===== config.mk =====
export PLATFORM = sky130hd
export DESIGN_NAME = line_fetch_engine_flat
export DESIGN_NICKNAME = d
export VERILOG_FILES = /design/src/rtl/line_fetch_engine_if.sv /design/src/rtl/line_fetch_engine.sv /design/src/flat_wrapper.sv
export SDC_FILE = /design/constraint.sdc
export NUM_CORES = 1
export LEC_CHECK = 0
export BUFFER_PORTS_ARGS = -buffer_cell sky130_fd_sc_hd__buf_2
export CORE_AREA = 5 5 177 179
export CTS_CLUSTER_SIZE = 10
export DETAILED_ROUTE_END_ITERATION = 12
export DIE_AREA = 0 0 182 184
export SYNTH_ARGS = -nofsm -noshare
export SYNTH_HDL_FRONTEND = slang
export SYNTH_SLANG_ARGS = --single-unit

===== constraint.sdc =====
create_clock -name clk -period 5.5 [get_ports clk]
set_input_delay 0.55 -clock clk [delete_from_list [all_inputs] [get_ports clk]]
set_output_delay 0.55 -clock clk [all_outputs]
set_load 0.005 [all_outputs]

===== src/rtl/line_fetch_engine_if.sv =====
// Signal bundle for line_fetch_engine: fetch command, external line bus and line-memory port.
// master = engine side, slave = environment side.
interface line_fetch_engine_if #(
  parameter int unsigned addr_width = 32,
  parameter int unsigned data_width = 32,
  parameter int unsigned tag_width  = 2,
  parameter int unsigned off_width  = 5
);
  logic                            fetch_req;
  logic                            fetch_gnt;
  logic [1:0]                      fetch_cmd;
  logic [tag_width-1:0]            fetch_tag;
  logic [addr_width-1:0]           fetch_addr;
  logic [addr_width-1:0]           fetch_addr_pre;
  logic                            fetch_done;
  logic                            ext_req_valid;
  logic                            ext_req_ready;
  logic                            ext_req_we;
  logic [addr_width-1:0]           ext_req_addr;
  logic                            ext_wdata_valid;
  logic                            ext_wdata_ready;
  logic [data_width-1:0]           ext_wdata;
  logic                            ext_wdata_last;
  logic                            ext_rdata_valid;
  logic                            ext_rdata_ready;
  logic [data_width-1:0]           ext_rdata;
  logic                            mem_ren;
  logic [tag_width+off_width-1:0]  mem_raddr;
  logic [data_width-1:0]           mem_rdata;
  logic                            mem_wen;
  logic [tag_width+off_width-1:0]  mem_waddr;
  logic [data_width-1:0]           mem_wdata;
  logic                            mem_wready;

  modport master (
    input  fetch_req, fetch_cmd, fetch_tag, fetch_addr, fetch_addr_pre,
    output fetch_gnt, fetch_done,
    output ext_req_valid, ext_req_we, ext_req_addr,
    input  ext_req_ready,
    output ext_wdata_valid, ext_wdata, ext_wdata_last,
    input  ext_wdata_ready,
    input  ext_rdata_valid, ext_rdata,
    output ext_rdata_ready,
    output mem_ren, mem_raddr,
    input  mem_rdata,
    output mem_wen, mem_waddr, mem_wdata,
    input  mem_wready
  );

  modport slave (
    output fetch_req, fetch_cmd, fetch_tag, fetch_addr, fetch_addr_pre,
    input  fetch_gnt, fetch_done,
    input  ext_req_valid, ext_req_we, ext_req_addr,
    output ext_req_ready,
    input  ext_wdata_valid, ext_wdata, ext_wdata_last,
    output ext_wdata_ready,
    output ext_rdata_valid, ext_rdata,
    input  ext_rdata_ready,
    input  mem_ren, mem_raddr,
    output mem_rdata,
    input  mem_wen, mem_waddr, mem_wdata,
    output mem_wready
  );
endinterface


===== src/rtl/line_fetch_engine.sv =====
// Line fetch engine: optional writeback of the victim line, then refill into line memory.
// Define FETCH_STATS_EN to add saturating refill/writeback/stall counters.
module line_fetch_engine #(
  parameter int unsigned addr_width = 32,
  parameter int unsigned list_depth = 4,
  parameter int unsigned data_width = 32,
  parameter int unsigned list_width = 32
) (
  input  logic        clk,
  input  logic        rst,
`ifdef FETCH_STATS_EN
  output logic [31:0] stat_refills,
  output logic [31:0] stat_writebacks,
  output logic [31:0] stat_stall_cycles,
`endif
  line_fetch_engine_if.master bus
);
  localparam int unsigned TW = $clog2(list_depth);
  localparam int unsigned OW = $clog2(list_width);
  localparam logic [OW-1:0] LastBeat = OW'(list_width - 1);
  localparam logic [OW:0]   IssEnd   = (OW+1)'(list_width);

  localparam logic [2:0] StIdle   = 3'd0;
  localparam logic [2:0] StWbReq  = 3'd1;
  localparam logic [2:0] StWbData = 3'd2;
  localparam logic [2:0] StRdReq  = 3'd3;
  localparam logic [2:0] StRdData = 3'd4;
  localparam logic [2:0] StDone   = 3'd5;

  logic [2:0]            state_q, state_d;
  logic [1:0]            cmd_q, cmd_d;
  logic [TW-1:0]         tag_q, tag_d;
  logic [addr_width-1:0] addr_q, addr_d, addr_pre_q, addr_pre_d;
  logic [OW-1:0]         rd_cnt_q, rd_cnt_d, wb_cnt_q, wb_cnt_d;
  logic [OW:0]           iss_cnt_q, iss_cnt_d;
  logic [data_width-1:0] fifo_q [2];
  logic [data_width-1:0] fifo_d [2];
  logic                  wptr_q, wptr_d, rptr_q, rptr_d;
  logic [1:0]            fifo_cnt_q, fifo_cnt_d;
  logic                  infl_q, infl_d;

  logic       gnt, in_wb, in_rd, wb_pop, wb_push, rd_acc, ren, wb_last;
  logic [2:0] occ;

  assign gnt     = bus.fetch_req && (state_q == StIdle);
  assign in_wb   = (state_q == StWbData);
  assign in_rd   = (state_q == StRdData);
  assign wb_pop  = in_wb && (fifo_cnt_q != 2'd0) && bus.ext_wdata_ready;
  assign wb_push = infl_q;
  assign wb_last = (wb_cnt_q == LastBeat);
  // Counting the same-cycle pop lets a read issue every cycle while the bus keeps draining.
  assign occ     = 3'(fifo_cnt_q) + 3'(infl_q) - 3'(wb_pop);
  assign ren     = in_wb && (occ < 3'd2) && (iss_cnt_q < IssEnd);
  assign rd_acc  = in_rd && bus.ext_rdata_valid && bus.mem_wready;

  always_comb begin
    state_d    = state_q;
    cmd_d      = cmd_q;
    tag_d      = tag_q;
    addr_d     = addr_q;
    addr_pre_d = addr_pre_q;
    rd_cnt_d   = rd_cnt_q;
    wb_cnt_d   = wb_cnt_q;
    iss_cnt_d  = iss_cnt_q;
    fifo_d     = fifo_q;
    wptr_d     = wptr_q;
    rptr_d     = rptr_q;
    infl_d     = ren;
    fifo_cnt_d = fifo_cnt_q + 2'(wb_push) - 2'(wb_pop);
    if (gnt) begin
      cmd_d      = bus.fetch_cmd;
      tag_d      = bus.fetch_tag;
      addr_d     = bus.fetch_addr;
      addr_pre_d = bus.fetch_addr_pre;
      rd_cnt_d   = '0;
      wb_cnt_d   = '0;
      iss_cnt_d  = '0;
      wptr_d     = 1'b0;
      rptr_d     = 1'b0;
      fifo_cnt_d = 2'd0;
    end
    if (ren) iss_cnt_d = iss_cnt_q + 1'b1;
    if (wb_push) begin
      fifo_d[wptr_q] = bus.mem_rdata;
      wptr_d         = ~wptr_q;
    end
    if (wb_pop) begin
      rptr_d   = ~rptr_q;
      wb_cnt_d = wb_cnt_q + 1'b1;
    end
    if (rd_acc) rd_cnt_d = rd_cnt_q + 1'b1;

    unique case (state_q)
      StIdle:   if (gnt) state_d = bus.fetch_cmd[1] ? StWbReq :
                                   bus.fetch_cmd[0] ? StRdReq : StDone;
      StWbReq:  if (bus.ext_req_ready) state_d = StWbData;
      StWbData: if (wb_pop && wb_last) state_d = cmd_q[0] ? StRdReq : StDone;
      StRdReq:  if (bus.ext_req_ready) state_d = StRdData;
      StRdData: if (rd_acc && (rd_cnt_q == LastBeat)) state_d = StDone;
      StDone:   state_d = StIdle;
      default:  state_d = StIdle;
    endcase
  end

  always_ff @(posedge clk or posedge rst) begin
    if (rst) begin
      state_q    <= StIdle;
      cmd_q      <= '0;
      tag_q      <= '0;
      addr_q     <= '0;
      addr_pre_q <= '0;
      rd_cnt_q   <= '0;
      wb_cnt_q   <= '0;
      iss_cnt_q  <= '0;
      fifo_q[0]  <= '0;
      fifo_q[1]  <= '0;
      wptr_q     <= 1'b0;
      rptr_q     <= 1'b0;
      fifo_cnt_q <= 2'd0;
      infl_q     <= 1'b0;
    end else begin
      state_q    <= state_d;
      cmd_q      <= cmd_d;
      tag_q      <= tag_d;
      addr_q     <= addr_d;
      addr_pre_q <= addr_pre_d;
      rd_cnt_q   <= rd_cnt_d;
      wb_cnt_q   <= wb_cnt_d;
      iss_cnt_q  <= iss_cnt_d;
      fifo_q     <= fifo_d;
      wptr_q     <= wptr_d;
      rptr_q     <= rptr_d;
      fifo_cnt_q <= fifo_cnt_d;
      infl_q     <= infl_d;
    end
  end

  assign bus.fetch_gnt       = gnt;
  assign bus.fetch_done      = (state_q == StDone);
  assign bus.ext_req_valid   = (state_q == StWbReq) || (state_q == StRdReq);
  assign bus.ext_req_we      = (state_q == StWbReq);
  assign bus.ext_req_addr    = (state_q == StWbReq) ? addr_pre_q :
                               (state_q == StRdReq) ? addr_q : '0;
  assign bus.ext_wdata_valid = in_wb && (fifo_cnt_q != 2'd0);
  assign bus.ext_wdata       = fifo_q[rptr_q];
  assign bus.ext_wdata_last  = bus.ext_wdata_valid && wb_last;
  assign bus.ext_rdata_ready = in_rd && bus.mem_wready;
  assign bus.mem_ren         = ren;
  assign bus.mem_raddr       = {tag_q, iss_cnt_q[OW-1:0]};
  assign bus.mem_wen         = in_rd && bus.ext_rdata_valid;
  assign bus.mem_waddr       = {tag_q, rd_cnt_q};
  assign bus.mem_wdata       = in_rd ? bus.ext_rdata : '0;

`ifdef FETCH_STATS_EN
  logic refill_end, wb_end, stall;
  assign refill_end = rd_acc && (rd_cnt_q == LastBeat);
  assign wb_end     = wb_pop && wb_last;
  assign stall      = (in_rd && !rd_acc) || (in_wb && !wb_pop);

  always_ff @(posedge clk or posedge rst) begin
    if (rst) begin
      stat_refills      <= '0;
      stat_writebacks   <= '0;
      stat_stall_cycles <= '0;
    end else begin
      if (refill_end && (stat_refills != '1))     stat_refills      <= stat_refills + 1'b1;
      if (wb_end && (stat_writebacks != '1))      stat_writebacks   <= stat_writebacks + 1'b1;
      if (stall && (stat_stall_cycles != '1))     stat_stall_cycles <= stat_stall_cycles + 1'b1;
    end
  end
`endif
endmodule


===== src/flat_wrapper.sv =====
// flat-port wrapper written by rule: the top's interface ports become plain ports
module line_fetch_engine_flat 
#(
  parameter int unsigned addr_width = 32,
  parameter int unsigned list_depth = 4,
  parameter int unsigned data_width = 32,
  parameter int unsigned list_width = 32
)
  (clk, rst, bus_fetch_req, bus_fetch_cmd, bus_fetch_tag, bus_fetch_addr, bus_fetch_addr_pre, bus_fetch_gnt, bus_fetch_done, bus_ext_req_valid, bus_ext_req_we, bus_ext_req_addr, bus_ext_req_ready, bus_ext_wdata_valid, bus_ext_wdata, bus_ext_wdata_last, bus_ext_wdata_ready, bus_ext_rdata_valid, bus_ext_rdata, bus_ext_rdata_ready, bus_mem_ren, bus_mem_raddr, bus_mem_rdata, bus_mem_wen, bus_mem_waddr, bus_mem_wdata, bus_mem_wready);
  line_fetch_engine_if #(.addr_width(addr_width), .data_width(data_width), .tag_width((2)), .off_width((5))) bus_i ();
  input  logic clk;
  input  logic rst;
  input wire logic [$bits(bus_i.fetch_req)-1:0] bus_fetch_req;
  input wire logic [$bits(bus_i.fetch_cmd)-1:0] bus_fetch_cmd;
  input wire logic [$bits(bus_i.fetch_tag)-1:0] bus_fetch_tag;
  input wire logic [$bits(bus_i.fetch_addr)-1:0] bus_fetch_addr;
  input wire logic [$bits(bus_i.fetch_addr_pre)-1:0] bus_fetch_addr_pre;
  output wire logic [$bits(bus_i.fetch_gnt)-1:0] bus_fetch_gnt;
  output wire logic [$bits(bus_i.fetch_done)-1:0] bus_fetch_done;
  output wire logic [$bits(bus_i.ext_req_valid)-1:0] bus_ext_req_valid;
  output wire logic [$bits(bus_i.ext_req_we)-1:0] bus_ext_req_we;
  output wire logic [$bits(bus_i.ext_req_addr)-1:0] bus_ext_req_addr;
  input wire logic [$bits(bus_i.ext_req_ready)-1:0] bus_ext_req_ready;
  output wire logic [$bits(bus_i.ext_wdata_valid)-1:0] bus_ext_wdata_valid;
  output wire logic [$bits(bus_i.ext_wdata)-1:0] bus_ext_wdata;
  output wire logic [$bits(bus_i.ext_wdata_last)-1:0] bus_ext_wdata_last;
  input wire logic [$bits(bus_i.ext_wdata_ready)-1:0] bus_ext_wdata_ready;
  input wire logic [$bits(bus_i.ext_rdata_valid)-1:0] bus_ext_rdata_valid;
  input wire logic [$bits(bus_i.ext_rdata)-1:0] bus_ext_rdata;
  output wire logic [$bits(bus_i.ext_rdata_ready)-1:0] bus_ext_rdata_ready;
  output wire logic [$bits(bus_i.mem_ren)-1:0] bus_mem_ren;
  output wire logic [$bits(bus_i.mem_raddr)-1:0] bus_mem_raddr;
  input wire logic [$bits(bus_i.mem_rdata)-1:0] bus_mem_rdata;
  output wire logic [$bits(bus_i.mem_wen)-1:0] bus_mem_wen;
  output wire logic [$bits(bus_i.mem_waddr)-1:0] bus_mem_waddr;
  output wire logic [$bits(bus_i.mem_wdata)-1:0] bus_mem_wdata;
  input wire logic [$bits(bus_i.mem_wready)-1:0] bus_mem_wready;
  assign bus_i.fetch_req = bus_fetch_req;
  assign bus_i.fetch_cmd = bus_fetch_cmd;
  assign bus_i.fetch_tag = bus_fetch_tag;
  assign bus_i.fetch_addr = bus_fetch_addr;
  assign bus_i.fetch_addr_pre = bus_fetch_addr_pre;
  assign bus_fetch_gnt = bus_i.fetch_gnt;
  assign bus_fetch_done = bus_i.fetch_done;
  assign bus_ext_req_valid = bus_i.ext_req_valid;
  assign bus_ext_req_we = bus_i.ext_req_we;
  assign bus_ext_req_addr = bus_i.ext_req_addr;
  assign bus_i.ext_req_ready = bus_ext_req_ready;
  assign bus_ext_wdata_valid = bus_i.ext_wdata_valid;
  assign bus_ext_wdata = bus_i.ext_wdata;
  assign bus_ext_wdata_last = bus_i.ext_wdata_last;
  assign bus_i.ext_wdata_ready = bus_ext_wdata_ready;
  assign bus_i.ext_rdata_valid = bus_ext_rdata_valid;
  assign bus_i.ext_rdata = bus_ext_rdata;
  assign bus_ext_rdata_ready = bus_i.ext_rdata_ready;
  assign bus_mem_ren = bus_i.mem_ren;
  assign bus_mem_raddr = bus_i.mem_raddr;
  assign bus_i.mem_rdata = bus_mem_rdata;
  assign bus_mem_wen = bus_i.mem_wen;
  assign bus_mem_waddr = bus_i.mem_waddr;
  assign bus_mem_wdata = bus_i.mem_wdata;
  assign bus_i.mem_wready = bus_mem_wready;
  line_fetch_engine #(.addr_width(addr_width), .list_depth(list_depth), .data_width(data_width), .list_width(list_width)) u_core (.clk(clk), .rst(rst), .bus(bus_i));
endmodule

# Word-level counts from Yosys, hierarchy flattened
# Index checks and enable logic that the tools add are counted.
# word_totals
ff_bits,155
out_inout_bits,119
elab_cells,89
# classes
addsub,7
magnitude_cmp,5
n_eq_ne,12
n_mux,27
n_bitwise,4
n_reduce_logical,20
# ops
operator,n
$mux W32,7
$bwmux W64,1
$demux W32 S1,1
$mux W3,8
$mux W5,3
$pmux W3 S5,1
$logic_and A1 B1 Y1,12
$mux W6,2
$add A5 B1 Y5 const B,2
$eq A5 B5 Y1 const B,2
$reduce_bool A2 Y1,5
$ne A2 B2 Y1 const B,4
$add A6 B1 Y6 const B,1
$eq A3 B2 Y1 const B,2
$eq A3 B3 Y1 const B,2
$lt A6 B6 Y1 const B,1
$reduce_and A5 Y1,1
$ge A2 B2 Y1 const B,2
$not A1 Y2,2
$add A2 B1 Y3,1
$eq A3 B1 Y1 const B,1
$logic_not A3 Y1,1
$lt A3 B2 Y1 const B,1
$mux W1,3
other kinds (8),9

# Depth between registers and ports, before layout
# logic_depth
ltp_word,8
ltp_mapped,13
depth_no_buf,10

# Worst setup path before layout
# Ideal clock, no wire load.
# synth_timing
kind,register -> output
startpoint,reg u_core.state_q[0]
endpoint,out bus_mem_ren
arrival_time_ns,2.634
required_time_ns,4.950
slack_ns,2.316
stages_incl_launch_ff,11
path_buffers,2
path_cell_list,dfrtp_1 or3b_1 buf_2 nor2_1 xor2_1 ha_1 inv_1 fa_1 xor2_1 nor4b_4 buf_6
# synth_between
elab_chain_cells,7
# synth_lines
item,line,source
start: declaration,line_fetch_engine.sv:30,"logic [2:0] state_q, state_d;"
start signal: assignment,line_fetch_engine.sv:107,state_q <= StIdle;
start signal: assignment,line_fetch_engine.sv:122,state_q <= state_d;
$eq A3 B2 Y1 *,line_fetch_engine.sv:46,assign in_wb = (state_q == StWbData);
$logic_and A1 B1 Y1 (2 in series),line_fetch_engine.sv:48,assign wb_pop = in_wb && (fifo_cnt_q != 2'd0) && bus.ext_wdata_ready;
$sub A3 B1 Y3,line_fetch_engine.sv:52,assign occ = 3'(fifo_cnt_q) + 3'(infl_q) - 3'(wb_pop);
$lt A3 B2 Y1,line_fetch_engine.sv:53,assign ren = in_wb && (occ < 3'd2) && (iss_cnt_q < IssEnd);
$logic_and A1 B1 Y1 * (2 in series),line_fetch_engine.sv:53,
end: declaration,flat_wrapper.sv:31,output wire logic [$bits(bus_i.mem_ren)-1:0] bus_mem_ren;
# Mark *: on every way between the ends. The rest lies on a longest branch, timed or not.

# Final worst setup path
# layout_timing
startpoint,reg u_core.state_q[2]
endpoint,out bus_mem_ren
# Same word-level chain as after synthesis.

==> results_dict.tcl <==
set metrics [dict create \
    status "finished clean" \
    syn_area_sq_um 7310 \
    regArea_sq_um 3880 \
    power.density_nw_per_um2 531 \
    die-area_sq_um 33500 \
    grt_pass1_vias 5976 \
    final.fill_count 3039 \
    setup_tns_ns 0 \
    cts_sinks 155 \
    crit_chain "or3b_1 > nor2_1 > xor2_1 > ha_1 > inv_1 > fa_1 > xor2_1 > nor4b_4 > buf_2" \
    relSlewSlack 0.361 \
    rsz0062_at_grt "false" \
    cts_buffers 17 \
    viasPerCell 4.25 \
    cts_setup_buffers 0 \
    fp.dieW_um 182 \
    cts_tree "done" \
    drt_first_iter_violations 156 \
    power.leakage_nw 4.95 \
    syn_area_per_cell_sq_um 10.4 \
    finClkSkew_ns 0.0154 \
    drc_errors 0 \
    critPathKind "reg -> out" \
    p_total_mw 5.07 \
    rows 63 \
    synth_cell_types 38 \
    hold_violations 0 \
    syn-num-nets 850 \
    place.gp.congestion 0.836 \
    drv_slew 0 \
    worst_path_most_repeated_cell "xor2_1" \
    worst-slew-pin-transition_ns 0.958 \
    grtUsageTotal 0.116 \
    ant_nets 0 \
    final_util 0.324 \
    finalCritPeriodShare 0.767 \
    htree_levels 4 \
    cp_slowest_stage_delay_ns 0.60 \
    cts_buffer_depth 2 \
    die_y_um 184 \
    hold_class "in -> async" \
    coreArea_sq_um 29400 \
    cts_resized 0 \
    hpwl_um 14200 \
    yosys_register_bits 155 \
    max_freq_ghz 0.237 \
    startpoint_type "register" \
    finalSetupViolations 0 \
    grt_max_degree 65 \
    maxCapViolations 0 \
    cts-root-buf "clkbuf_16" \
    multi_input_area_sq_um 3180 \
    antenna_found_initial 1 \
    drive_above_1_share 0.431 \
    arrival_ns 3.67 \
    yosysSeqAreaShare 0.531 \
    critPathCaptureType "output pin" \
    overflow 0 \
    cpMaxStageDelayCell "nor4b_4" \
    ir_drop_mv 0.190 \
    io_pins 258 \
    crit_required_ns 4.95 \
    portBuffers 257 \
    start_util 0.249 \
    worstSkewPairLatency_ns 0.43 \
    dr.pass1.iters 5 \
    wl_um 20000 \
    nNetsFinal 1086 \
    holdWs_ns 0.118 \
    synth_cells 704 \
    grt_pass1_wl_um 31000 \
    postCtsHoldBufs 0 \
    num_vias 5717 \
    crit_fanout 13 \
    finalWorstPathRequiredPeriod_ns 4.22 \
    path_clk_slew_ns 0.07 \
    wl_per_cell_um 14.8 \
    yosysWarnings 0 \
    area_growth_pct 30.5 \
]
## layout make-up
class,instances,area share
clock inverter,12,0.0142
timing repair buffer,267,0.143
clock buffer,20,0.0489
sequential,155,0.407
tap,390,0.0511
antenna,1,0.000262
multi-input combinational,494,0.334
inverter,5,0.00249
## flip-flops by register name (all words and copies together), names as in the netlist
name               cells
u_core.fifo_q         64
u_core.addr_pre_q     32
u_core.addr_q         32
u_core.iss_cnt_q       6
u_core.rd_cnt_q        5
u_core.wb_cnt_q        5
u_core.state_q         3
u_core.fifo_cnt_q      2
u_core.tag_q           2
u_core.cmd_q           1
u_core.infl_q          1
u_core.rptr_q          1
u_core.wptr_q          1
## through the flow
stage / setup WS [ns] / std cells / cell area, sq um
4_1_cts: 1.23 / 1343 / 9540
3_3_place_gp: 1.77 / 1311 / 8940
5_1_grt: 0.987 / 1344 / 9540
2_1_floorplan: 0.772 / 704 / 7310
6_report: 1.28 / 1344 / 9540
3_5_place_dp: 1.73 / 1311 / 8940
## power breakdown
part	switching [mW]	total [mW]	internal, mW	leakage [nW]
Sequential	0.277	1.93	1.66	1.90
Clock	0.492	1.20	0.709	0.297
Combinational	0.958	1.93	0.972	2.75
Total	1.73	5.07	3.34	4.95
## worst paths after layout
check	start	to	slack, ns	cells after the start
setup reg to reg	u_core.state_q[2]	u_core.iss_cnt_q[2]	1.87	10
min in group clk	bus_fetch_addr[4]	u_core.addr_q[4]	0.31	3
max in group asynchronous	rst	u_core.addr_pre_q[7]	4.17	3
hold reg to reg	u_core.addr_pre_q[23]	u_core.addr_pre_q[23]	0.47	2
hold / removal	rst	u_core.fifo_cnt_q[1]	0.12	2
setup / recovery	u_core.state_q[2]	bus_mem_ren	1.28	9
## critical path: cells and delay by family (launching register included)
kind,cells,cell delay [ns]
flops,1,0.48
simple gates,3,1.60
fa+ha+maj,2,0.53
buf+inv,2,0.28
xor+xnor,2,0.37
## Yosys cell counts, drive strengths merged
cell type,n,area share
or3b,1,0.0012
nor3b,2,0.0021
nand2,219,0.11
and3,5,0.0043
and2,36,0.031
xor2,2,0.0024
nor2b,1,0.00086
mux2i,35,0.048
a31oi,1,0.00086
clkbuf,25,0.013
o21a,1,0.0010
fa,1,0.0027
a221o,2,0.0027
a211oi,1,0.0010
or2,1,0.00086
nand2b,4,0.0034
nand3,6,0.0041
nor2,42,0.022
a21o,1,0.0010
or4b,1,0.0014
a21oi,2,0.0014
a22o,3,0.0036
a211o,1,0.0012
mux2,103,0.16
nor4b,1,0.0033
or4,1,0.0010
o21ai,9,0.0062
buf,25,0.020
ha,6,0.010
dfrtp,155,0.53
xnor2,2,0.0024
inv,5,0.0026
nor3,3,0.0021
o22ai,1,0.00086
## kinds of logic after synthesis
logic type,share of synthesized area
buffers and inverters,0.0354
DFF,0.531
xor gates and xnor gates,0.00479
and+or+nand+nor,0.190
muxes,0.207
AOI/OAI and AO/OA,0.0199
adders and majority gates,0.0130
## routing by layer
metal / GRT usage / share of wire / vias up
li1: - / - / 2759
met1: 0.136 / 0.41 / 2754
met2: 0.204 / 0.50 / 182
met3: 0.0315 / 0.065 / 22
met4: 0.0462 / 0.020 / 0
met5: 0 / 0 / -
## cell usage in the layout, fill, tap and decap left out, types with 2 or more instances in the layout
| cell type | n |
|---|---|
| buf_2 | 257 |
| mux2i_1 | 35 |
| ha_1 | 6 |
| a22o_1 | 3 |
| inv_6 | 4 |
| clkbuf_16 | 17 |
| clkinv_4 | 3 |
| a221o_1 | 2 |
| buf_4 | 10 |
| xor2_1 | 2 |
| mux2_2 | 103 |
| and2_1 | 36 |
| nand2_1 | 219 |
| and3_1 | 5 |
| a21oi_1 | 2 |
| xnor2_1 | 2 |
| nand3_1 | 6 |
| dfrtp_1 | 154 |
| nand2b_1 | 3 |
| clkinv_2 | 3 |
| o21ai_0 | 9 |
| clkbuf_8 | 3 |
| inv_1 | 3 |
| nor2_1 | 41 |
| bufinv_16 | 2 |
| nor3_1 | 3 |
(Power assumes the default switching activity.)
